## src/rtl/io_tx_scheduler_pkg.sv

```systemverilog
// Shared constants and types for the UART-lite TX scheduler slice:
// register map, status bits, AXI response codes and the engine FSM states.
package io_pkg;

  localparam logic [31:0] UART_RX_OFFS   = 32'd0;
  localparam logic [31:0] UART_TX_OFFS   = 32'd4;
  localparam logic [31:0] UART_STAT_OFFS = 32'd8;

  localparam int unsigned STAT_RX_VALID = 0;
  localparam int unsigned STAT_TX_EMPTY = 2;
  localparam int unsigned STAT_TX_FULL  = 3;

  typedef enum logic [1:0] {
    AXI_OKAY   = 2'b00,
    AXI_EXOKAY = 2'b01,
    AXI_SLVERR = 2'b10,
    AXI_DECERR = 2'b11
  } axi_resp_t;

  typedef enum logic [2:0] {
    TX_IDLE,
    TX_ISSUE,
    TX_WAIT_W,
    TX_WAIT_AW,
    TX_RESP
  } tx_state_t;

endpackage

```

## src/rtl/io_tx_scheduler_if.sv

```systemverilog
// AXI4-lite write-only channel bundle between the TX scheduler (master)
// and the UART-lite register slave.
interface io_tx_axi_if;
  logic        axi_awvalid;
  logic        axi_awready;
  logic [31:0] axi_awaddr;
  logic [2:0]  axi_awprot;
  logic        axi_wvalid;
  logic        axi_wready;
  logic [31:0] axi_wdata;
  logic [3:0]  axi_wstrb;
  logic        axi_bvalid;
  logic        axi_bready;
  logic [1:0]  axi_bresp;

  modport master (
    output axi_awvalid, axi_awaddr, axi_awprot, axi_wvalid, axi_wdata,
           axi_wstrb, axi_bready,
    input  axi_awready, axi_wready, axi_bvalid, axi_bresp
  );

  modport slave (
    input  axi_awvalid, axi_awaddr, axi_awprot, axi_wvalid, axi_wdata,
           axi_wstrb, axi_bready,
    output axi_awready, axi_wready, axi_bvalid, axi_bresp
  );
endinterface

```

## src/rtl/io_word_fifo.sv

```systemverilog
// Synchronous word FIFO; full/empty derive from the registered count, so a
// push is visible to the reader one cycle later.
module io_word_fifo #(
  parameter int unsigned WIDTH = 32,
  parameter int unsigned DEPTH = 16
) (
  input  logic                       clk,
  input  logic                       rst,
  input  logic                       push_i,
  input  logic [WIDTH-1:0]           data_i,
  input  logic                       pop_i,
  output logic                       full_o,
  output logic                       empty_o,
  output logic [WIDTH-1:0]           head_o,
  output logic [$clog2(DEPTH+1)-1:0] count_o
);
  localparam int unsigned AW = (DEPTH > 1) ? $clog2(DEPTH) : 1;
  localparam int unsigned CW = $clog2(DEPTH + 1);

  logic [WIDTH-1:0] mem_q [DEPTH];
  logic [AW-1:0]    wr_ptr_q, rd_ptr_q;
  logic [CW-1:0]    count_q;
  logic             do_push, do_pop;

  assign full_o  = (count_q == CW'(DEPTH));
  assign empty_o = (count_q == '0);
  assign head_o  = mem_q[rd_ptr_q];
  assign count_o = count_q;
  assign do_push = push_i && !full_o;
  assign do_pop  = pop_i && !empty_o;

  always_ff @(posedge clk) begin
    if (do_push) mem_q[wr_ptr_q] <= data_i;
  end

  always_ff @(posedge clk) begin
    if (rst) begin
      wr_ptr_q <= '0;
      rd_ptr_q <= '0;
      count_q  <= '0;
    end else begin
      if (do_push) wr_ptr_q <= wr_ptr_q + 1'b1;
      if (do_pop)  rd_ptr_q <= rd_ptr_q + 1'b1;
      case ({do_push, do_pop})
        2'b10:   count_q <= count_q + 1'b1;
        2'b01:   count_q <= count_q - 1'b1;
        default: count_q <= count_q;
      endcase
    end
  end
endmodule

```

## src/rtl/io_tx_scheduler.sv

```systemverilog
// Queues core output words and streams them byte-wise (LSB first) into the
// UART-lite TX FIFO over AXI4-lite, gated by a status-refreshed credit count.
module io_tx_scheduler
  import io_pkg::*;
#(
  parameter int unsigned WORD_W         = 32,
  parameter int unsigned QUEUE_DEPTH    = 16,
  parameter int unsigned BYTES_PER_WORD = 4,
  parameter int unsigned TX_DEPTH       = 16,
  parameter logic [31:0] TX_FIFO_ADDR   = 32'd4
) (
  input  logic              clk,
  input  logic              rst,
  input  logic              out_req,
  input  logic [WORD_W-1:0] out_data,
  output logic              out_busy,
  input  logic [31:0]       stat_reg,
  input  logic              stat_reg_new,
  io_tx_axi_if.master       axi,
  output logic              tx_idle,
  output logic              tx_err,
  output logic [31:0]       tx_byte_count
);
  localparam int unsigned IDX_W  = (BYTES_PER_WORD > 1) ? $clog2(BYTES_PER_WORD) : 1;
  localparam int unsigned CRED_W = $clog2(TX_DEPTH + 1);
  localparam int unsigned CNT_W  = $clog2(QUEUE_DEPTH + 1);
  localparam logic [IDX_W-1:0] LAST_IDX = IDX_W'(BYTES_PER_WORD - 1);

  tx_state_t         state_q;
  logic [IDX_W-1:0]  idx_q;
  logic [CRED_W-1:0] credits_q, credits_d;
  logic              awvalid_q, wvalid_q, bready_q;
  logic [31:0]       awaddr_q;
  logic [7:0]        wdata_q, head_byte;
  logic              err_q, idle_q;
  logic [31:0]       bytes_q;

  logic              q_full, q_empty, q_pop;
  logic [WORD_W-1:0] q_head;
  logic [CNT_W-1:0]  q_count;
  logic              issue, b_done;

  io_word_fifo #(.WIDTH(WORD_W), .DEPTH(QUEUE_DEPTH)) u_queue (
    .clk     (clk),
    .rst     (rst),
    .push_i  (out_req),
    .data_i  (out_data),
    .pop_i   (q_pop),
    .full_o  (q_full),
    .empty_o (q_empty),
    .head_o  (q_head),
    .count_o (q_count)
  );

  assign issue  = (state_q == TX_IDLE) && !q_empty && (credits_q != '0);
  assign b_done = (state_q == TX_RESP) && axi.axi_bvalid;
  assign q_pop  = b_done && (idx_q == LAST_IDX);

  always_comb begin
    head_byte = '0;
    for (int unsigned b = 0; b < BYTES_PER_WORD; b++) begin
      if (idx_q == IDX_W'(b)) head_byte = q_head[8*b +: 8];
    end
  end

  // TX-full wins; an empty refresh is only trusted while no write is in flight
  always_comb begin
    credits_d = credits_q;
    if (stat_reg_new && stat_reg[STAT_TX_FULL]) begin
      credits_d = '0;
    end else if (stat_reg_new && stat_reg[STAT_TX_EMPTY] && (state_q == TX_IDLE)) begin
      credits_d = CRED_W'(TX_DEPTH) - CRED_W'(issue);
    end else if (issue) begin
      credits_d = credits_q - 1'b1;
    end
  end

  always_ff @(posedge clk) begin
    if (rst) begin
      state_q   <= TX_IDLE;
      idx_q     <= '0;
      credits_q <= '0;
      awvalid_q <= 1'b0;
      wvalid_q  <= 1'b0;
      bready_q  <= 1'b0;
      awaddr_q  <= '0;
      wdata_q   <= '0;
      err_q     <= 1'b0;
      idle_q    <= 1'b1;
      bytes_q   <= '0;
    end else begin
      credits_q <= credits_d;
      idle_q    <= (q_count == '0) && (state_q == TX_IDLE);
      case (state_q)
        TX_IDLE: begin
          if (issue) begin
            awvalid_q <= 1'b1;
            wvalid_q  <= 1'b1;
            awaddr_q  <= TX_FIFO_ADDR;
            wdata_q   <= head_byte;
            state_q   <= TX_ISSUE;
          end
        end
        TX_ISSUE: begin
          if (axi.axi_awready && axi.axi_wready) begin
            awvalid_q <= 1'b0;
            wvalid_q  <= 1'b0;
            bready_q  <= 1'b1;
            state_q   <= TX_RESP;
          end else if (axi.axi_awready) begin
            awvalid_q <= 1'b0;
            state_q   <= TX_WAIT_W;
          end else if (axi.axi_wready) begin
            wvalid_q  <= 1'b0;
            state_q   <= TX_WAIT_AW;
          end
        end
        TX_WAIT_W: begin
          if (axi.axi_wready) begin
            wvalid_q <= 1'b0;
            bready_q <= 1'b1;
            state_q  <= TX_RESP;
          end
        end
        TX_WAIT_AW: begin
          if (axi.axi_awready) begin
            awvalid_q <= 1'b0;
            bready_q  <= 1'b1;
            state_q   <= TX_RESP;
          end
        end
        TX_RESP: begin
          if (axi.axi_bvalid) begin
            bready_q <= 1'b0;
            bytes_q  <= bytes_q + 1'b1;
            if (axi.axi_bresp != AXI_OKAY) err_q <= 1'b1;
            idx_q    <= (idx_q == LAST_IDX) ? '0 : idx_q + 1'b1;
            state_q  <= TX_IDLE;
          end
        end
        default: state_q <= TX_IDLE;
      endcase
    end
  end

  assign out_busy        = q_full;
  assign tx_idle         = idle_q;
  assign tx_err          = err_q;
  assign tx_byte_count   = bytes_q;
  assign axi.axi_awvalid = awvalid_q;
  assign axi.axi_awaddr  = awaddr_q;
  assign axi.axi_awprot  = '0;
  assign axi.axi_wvalid  = wvalid_q;
  assign axi.axi_wdata   = {24'b0, wdata_q};
  assign axi.axi_wstrb   = 4'b0001;
  assign axi.axi_bready  = bready_q;
endmodule

```

## src/flat_wrapper.sv

```systemverilog
// flat-port wrapper written by rule: the top's interface ports become plain ports
module io_tx_scheduler_flat import io_pkg::*;
#(
  parameter int unsigned WORD_W         = 32,
  parameter int unsigned QUEUE_DEPTH    = 16,
  parameter int unsigned BYTES_PER_WORD = 4,
  parameter int unsigned TX_DEPTH       = 16,
  parameter logic [31:0] TX_FIFO_ADDR   = 32'd4
)
  (clk, rst, out_req, out_data, out_busy, stat_reg, stat_reg_new, tx_idle, tx_err, tx_byte_count, axi_axi_awvalid, axi_axi_awaddr, axi_axi_awprot, axi_axi_wvalid, axi_axi_wdata, axi_axi_wstrb, axi_axi_bready, axi_axi_awready, axi_axi_wready, axi_axi_bvalid, axi_axi_bresp);
  io_tx_axi_if axi_i ();
  input  logic clk;
  input  logic rst;
  input  logic out_req;
  input  logic [WORD_W-1:0] out_data;
  output logic out_busy;
  input  logic [31:0] stat_reg;
  input  logic stat_reg_new;
  output logic tx_idle;
  output logic tx_err;
  output logic [31:0] tx_byte_count;
  output wire logic [$bits(axi_i.axi_awvalid)-1:0] axi_axi_awvalid;
  output wire logic [$bits(axi_i.axi_awaddr)-1:0] axi_axi_awaddr;
  output wire logic [$bits(axi_i.axi_awprot)-1:0] axi_axi_awprot;
  output wire logic [$bits(axi_i.axi_wvalid)-1:0] axi_axi_wvalid;
  output wire logic [$bits(axi_i.axi_wdata)-1:0] axi_axi_wdata;
  output wire logic [$bits(axi_i.axi_wstrb)-1:0] axi_axi_wstrb;
  output wire logic [$bits(axi_i.axi_bready)-1:0] axi_axi_bready;
  input wire logic [$bits(axi_i.axi_awready)-1:0] axi_axi_awready;
  input wire logic [$bits(axi_i.axi_wready)-1:0] axi_axi_wready;
  input wire logic [$bits(axi_i.axi_bvalid)-1:0] axi_axi_bvalid;
  input wire logic [$bits(axi_i.axi_bresp)-1:0] axi_axi_bresp;
  assign axi_axi_awvalid = axi_i.axi_awvalid;
  assign axi_axi_awaddr = axi_i.axi_awaddr;
  assign axi_axi_awprot = axi_i.axi_awprot;
  assign axi_axi_wvalid = axi_i.axi_wvalid;
  assign axi_axi_wdata = axi_i.axi_wdata;
  assign axi_axi_wstrb = axi_i.axi_wstrb;
  assign axi_axi_bready = axi_i.axi_bready;
  assign axi_i.axi_awready = axi_axi_awready;
  assign axi_i.axi_wready = axi_axi_wready;
  assign axi_i.axi_bvalid = axi_axi_bvalid;
  assign axi_i.axi_bresp = axi_axi_bresp;
  io_tx_scheduler #(.WORD_W(WORD_W), .QUEUE_DEPTH(QUEUE_DEPTH), .BYTES_PER_WORD(BYTES_PER_WORD), .TX_DEPTH(TX_DEPTH), .TX_FIFO_ADDR(TX_FIFO_ADDR)) u_core (.clk(clk), .rst(rst), .out_req(out_req), .out_data(out_data), .out_busy(out_busy), .stat_reg(stat_reg), .stat_reg_new(stat_reg_new), .axi(axi_i), .tx_idle(tx_idle), .tx_err(tx_err), .tx_byte_count(tx_byte_count));
endmodule
```

## config.mk

```make
export PLATFORM = sky130hd
export DESIGN_NAME = io_tx_scheduler_flat
export DESIGN_NICKNAME = d
export VERILOG_FILES = /design/src/rtl/io_tx_scheduler_pkg.sv /design/src/rtl/io_tx_scheduler_if.sv /design/src/rtl/io_word_fifo.sv /design/src/rtl/io_tx_scheduler.sv /design/src/flat_wrapper.sv
export SDC_FILE = /design/constraint.sdc
export NUM_CORES = 1
export LEC_CHECK = 0
export CAP_MARGIN = 40
export CORE_MARGIN = 3
export CORE_UTILIZATION = 30
export DETAILED_ROUTE_END_ITERATION = 10
export DONT_BUFFER_PORTS = 1
export HOLD_SLACK_MARGIN = 0.06
export PLACE_DENSITY = 0.55
export REMOVE_ABC_BUFFERS = 1
export SLEW_MARGIN = 25
export SYNTH_ARGS = -nofsm -noshare
export SYNTH_HDL_FRONTEND = slang
export SYNTH_SLANG_ARGS = --single-unit
export TNS_END_PERCENT = 1
```

## constraint.sdc

```tcl
create_clock -name clk -period 7.7 [get_ports clk]
set_input_delay 1.54 -clock clk [delete_from_list [all_inputs] [get_ports clk]]
set_output_delay 1.54 -clock clk [all_outputs]
set_load 0.02 [all_outputs]
```

Word level (Yosys, flattened, before mapping) --
Memories as Yosys holds them, arrays and structs flattened. A register that Yosys moved wholly into a read port is not among the register bits. Cells that the tools add are included.
Operators by class: add/subtract/negate cells 8, eq/ne operators 17, multiplexer cells 33, reduce and logical (&&, ||, !) cells 31
Operator list (count):
- $add A32 B1 Y32 const B | 1
- $mux W8 | 4
- $mux W3 | 7
- $pmux W3 S5 | 1
- $mux W1 | 12
- $logic_and A1 B1 Y1 | 11
- $mux W5 | 2
- $pmux W5 S2 | 1
- $reduce_and A5 Y1 | 2
- $sub A5 B1 Y5 const B | 2
- $add A4 B1 Y4 const B | 2
- $mux W4 | 2
- $eq A2 B2 Y1 const B | 3
- $eq A3 B2 Y1 const B | 2
- $ne A2 B2 Y1 const B | 3
- $pmux W1 S3 | 2
- $reduce_and A2 Y1 | 3
- $reduce_and A3 Y1 | 2
- $reduce_bool A2 Y1 | 3
- $reduce_bool A3 Y1 | 2
- $add A5 B1 Y5 const B | 1
- $eq A5 B5 Y1 const B | 1
- $logic_not A5 Y1 | 1
- $reduce_bool A5 Y1 | 1
- 15 further kinds | 18
Word-level totals: register bits 69, memory bits (writable) 512, bits of input ports 73, output and inout bits 109, word-level logic and storage cells 104, memories kept 1
Memories:
- u_core.u_queue.mem_q | words 16, width 32, rd ports 1, clocked after Yosys merged registers in 1, wr ports 1, line io_word_fifo.sv:20 | logic [WIDTH-1:0] mem_q [DEPTH];

Longest topological paths before layout --
word-level depth 6, depth in mapped cells 13, depth with buffers taken out 10

Modules after synthesis --
Synthesis repeated with hierarchy kept, for this count alone.
Unflattened totals: cell total of the unflattened synthesis 1324, area total of the unflattened synthesis 23517.6 um^2
Modules (own cells, without submodules):
- io_word_fifo | instances 1, cells each 915, area an instance 20173.1 um^2, seq. area each 15715.1 um^2
- io_tx_scheduler | instances 1, cells each 409, area an instance 3344.5 um^2, seq. area each 1121.1 um^2

Least setup slack after synthesis --
No wires, ideal clock.
path type input to register, from input port out_req, to memory u_core.u_queue.mem_q[3][0], enable pin, library setup time 0.461 ns, data arrival time 4.498 ns, required time 7.239 ns, slack 2.742 ns, cell stages on the path 4, buffers on the path 0, cells stage by stage inv_1 > a21oi_1 > nand2_1 > nor3_1
On the way: longest elaborated chain between the ends 3
RTL lines:
- start, declared | line flat_wrapper.sv:14 | input logic out_req;
- $logic_and A1 B1 Y1 | line io_word_fifo.sv:29 | assign do_push = push_i && !full_o;
- $mux W1 | line io_word_fifo.sv:33 | if (do_push) mem_q[wr_ptr_q] <= data_i;
- $mux W1 (implied by the code) | line io_word_fifo.sv:33
- end, declared | line io_word_fifo.sv:20
Every way passes these cells.

Worst setup path in the final report --
from input port axi_axi_bvalid, to register u_core.u_queue.count_q[4], in the netlist u_core.u_queue.count_o[4]
On the way: longest elaborated chain between the ends 5, elaborated cells between the ends (all ways) 7, classes of those cells eq/ne (2); mux (1); reduce/logical (4)
RTL lines:
- start, declared | line flat_wrapper.sv:31 | input wire logic [$bits(axi_i.axi_bvalid)-1:0] axi_axi_bvalid;
- $logic_and A1 B1 Y1 (*) | line io_tx_scheduler.sv:56 | assign b_done = (state_q == TX_RESP) && axi.axi_bvalid;
- $logic_and A1 B1 Y1 (*) | line io_tx_scheduler.sv:57 | assign q_pop = b_done && (idx_q == LAST_IDX);
- $logic_and A1 B1 Y1 (*) | line io_word_fifo.sv:30 | assign do_pop = pop_i && !empty_o;
- named net u_core.u_queue.do_pop | line io_word_fifo.sv:23 | logic do_push, do_pop;
- $eq A2 B1 Y1 / $eq A2 B2 Y1 (equally long branches) | line io_word_fifo.sv:44 | case ({do_push, do_pop})
- $pmux W5 S2 / $reduce_bool A2 Y1 (equally long branches)
- end signal, assigned | line io_word_fifo.sv:45 | 2'b10: count_q <= count_q + 1'b1;
- end signal, assigned | line io_word_fifo.sv:46 | 2'b01: count_q <= count_q - 1'b1;
- end signal, assigned | line io_word_fifo.sv:47 | default: count_q <= count_q;
- end, declared | line io_word_fifo.sv:22 | logic [CW-1:0] count_q;
Mark *: on every way through the listed nets, which the timed path passes. The rest lies on a longest branch. A chain may end at the register's enable or synchronous reset.

==> metrics.txt <==
Rel. slew slack=0.495; largest net degree at the start of global routing=86; max-slew violations=0; crit-path max FO=13; syn avg cell area=around 17 µm²; First-pass DRT Iterations=5; post-detailed-route count of antenna-violating nets=0; GRT overflow=0; CTS Sinks=between 500 and 600; hold wc startpoint=u_core.credits_q[4]$_SDFFE_PP0P_; global-route wire length before repair=around 81 mm; Core Region=0.0781 mm²; DRC Markers=0; Synth cell types=70; vias in the first global route=12,600; initial core utilization=0.305; worst slew pin tran=757 ps; H-tree depth=2; Root Buffer=clkbuf_16; number of buffers created by CTS=60; IO Pins=between 150 and 200; register area share after synthesis=0.706; Reg2Reg Setup Slack=~4400 ps; Max IR drop VDD=183 µV; CP arrival=just under 4000 ps; Final HPWL DP=between 30 and 40 mm; MaxCap Viol Count=0; post-synth top area cell=edfxtp_1; nets=between 1,500 and 2,000; GR Util All Layers=0.130; worst flop-to-flop path endpoint=u_core.wdata_q[6]$_SDFFE_PP0P_; ANT cells=0; final setup skew=between 70 and 80 ps; final setup TNS=0 ps; post-CTS sizing=0; Fill cells=between 7,000 and 8,000; hold buffers post-CTS=0; Port Buffers=0; Vias/cell=approximately 4.9; register bit total from synthesis=585; Tmin final=about 3400 ps; CP Capture Type=flop; cell count after synthesis=1,445; period utilisation layout=0.443; hold endpoint=u_core.credits_q[4]$_SDFFE_PP0P_; Crit Path Class=in -> reg; Routed WL per cell=between 20 and 25 µm; vias post-DR=around 12,000; Clock transition at path regs=~60 ps; RSZ-0062 raised after global routing=no; status=completed; power per standard cell area=~240 mW/mm²; Synth area leaders=edfxtp_1 64%, mux2i_1 6.3%, dfxtp_1 6.1%, mux4_2 5.6%, buf_4 2.4%; CTS tree=yes; final WL=approximately 55 mm; Post-synth ARST share=0; Post-synth EDFFs=between 500 and 600; Die Span Y=288 µm; setup violators final=0; total leakage power=0.00812 µW; Primary FF master, synth=edfxtp_1; Max Fclk=293 MHz; startpoint types=primary input; DIE AREA=~0.083 mm²; Worst Path Required=slightly above 8000 ps; Std-Cell Rows=102; die width=~290 µm; yosys synthesis warning count=0; HP Class=reg -> reg; post-synth top area share=0.645; final hold viol count=0; Hold Worst Slack=about 500 ps; Setup Buffers After CTS=0; hold depth=2; initial antenna violation count=0; Area Growth Syn to Fin=12.4%; DR iter-0 viols=888; GP Congestion=between 0.7 and 0.8; layout cells sized above 1=0.156; clk buf depth=3; worst skew pair latency=around 650 ps; Syn Std Cell Area=roughly 0.024 mm²; R2R depth=7
==> power breakdown <==
| group | switching [µW] | internal (µW) | leakage, µW |
|---|---|---|---|
| logic | 137 | 70.6 | 0.00198 |
| registers | 51.6 | 3500 | 0.00522 |
| clock network | 1230 | 1560 | 0.000920 |
| total | 1420 | 5140 | 0.00812 |
==> stage by stage <==
| step | cells | total power, µW | area (µm²) | utilization | setup slack (ps) |
|---|---|---|---|---|---|
| after floorplan | 1367 | 3760 | 23200 | - | 937 |
| after global placement | 2434 | 3820 | 24800 | 0.318 | 3580 |
| after detailed placement | 2436 | 3830 | 24900 | 0.318 | 3530 |
| after CTS | 2549 | 6620 | 26800 | 0.343 | 4200 |
| after global routing | 2553 | 6760 | 26800 | 0.343 | 4140 |
| final | 2553 | 6550 | 26800 | 0.343 | 4290 |
==> per-layer routing <==
metal / vias up / GRT usage / wire length [µm]
met5: - / 0 / 0
met4: 0 / 0.0343 / 1130
met2: 382 / 0.208 / 25500
li1: 5565 / - / -
met1: 6438 / 0.175 / 24300
met3: 71 / 0.0340 / 4110
==> sequential cells by signal (all words and copies together) (netlist names), named ones only <==
signal                   cells
u_core.axi.axi_awaddr        1
u_core.axi.axi_awvalid       1
u_core.axi.axi_bready        1
u_core.axi.axi_wvalid        1
u_core.credits_q             5
u_core.idx_q                 2
u_core.state_q               3
u_core.tx_byte_count        32
u_core.tx_err                1
u_core.tx_idle               1
u_core.u_queue.count_o       5
u_core.u_queue.mem_q       512
u_core.u_queue.rd_ptr_q      4
u_core.u_queue.wr_ptr_q      4
u_core.wdata_q               8
==> final cells by class <==
type / instances / area (µm²) / share of cell area
Inverter: 20 / 75.1 / 0.00280
Multi-Input combinational cell: 762 / 6410 / 0.239
Clock buffer: 74 / 1580 / 0.0591
Tap cell: 1040 / 1300 / 0.0486
Sequential cell: 585 / 16800 / 0.629
Timing Repair Buffer: 33 / 263 / 0.00981
Clock inverter: 39 / 320 / 0.0120
==> cell usage in the layout, fill, tap and decap left out, types with 19 or more instances in the layout <==
master / instances
a21oi_1: 47
a22oi_1: 65
buf_4: 29
clkbuf_16: 60
conb_1: 62
dfxtp_1: 70
edfxtp_1: 512
inv_1: 19
mux2i_1: 150
mux4_2: 59
nand2_1: 38
nand3_1: 30
nor2_1: 66
xnor2_1: 23
==> cell families after synthesis <==
group           synth area share
buf+inv                   0.0393
mux                        0.126
fa+ha+maj                0.00787
compound gates            0.0479
xor+xnor                  0.0129
simple gates              0.0600
other cells             0.000315
flops                      0.706
==> cells in the mapped netlist, types with 8 or more instances <==
cell type and n:
a22oi_1 65, buf_2 20, ha_1 15, buf_4 75, nand3_1 30, inv_1 19
buf_1 13, xor2_1 12, a21oi_1 47, nand2_1 38, nor3_1 13, nor4_1 11
mux2_2 13, xnor2_1 23, mux4_2 59, nand4_1 12, dfxtp_1 73, nor2_1 78
a31oi_1 8, edfxtp_1 512, o22ai_1 10, clkbuf_1 25, nor2b_1 13, mux2i_1 150
o21ai_0 12
==> critical path, stage by stage <==
cell and delay (ps):
and4bb_4 370, o211ai_2 190, inv_2 150, ha_1 360
xor2_1 110, ha_1 210, a41oi_1 250, o221ai_1 200
mux2i_1 200, mux2_1 330
==> how the worst max path moves through the flow <==
stage	from	endpoint	slack, ps	depth (start not counted)
after global placement	out_req	u_core.u_queue.count_o[4]$_SDFFE_PP0P_	3580	10
after detailed placement	out_req	u_core.u_queue.count_o[4]$_SDFFE_PP0P_	3530	10
final	axi_axi_bvalid	u_core.u_queue.count_o[4]$_SDFFE_PP0P_	4290	10
after floorplan	flop	u_core.wdata_q[5]$_SDFFE_PP0P_	940	5
after global routing	axi_axi_bvalid	u_core.u_queue.count_o[4]$_SDFFE_PP0P_	4140	10
after CTS	out_req	u_core.u_queue.count_o[4]$_SDFFE_PP0P_	4200	10
Note: power is estimated with default switching activity, not from simulation.
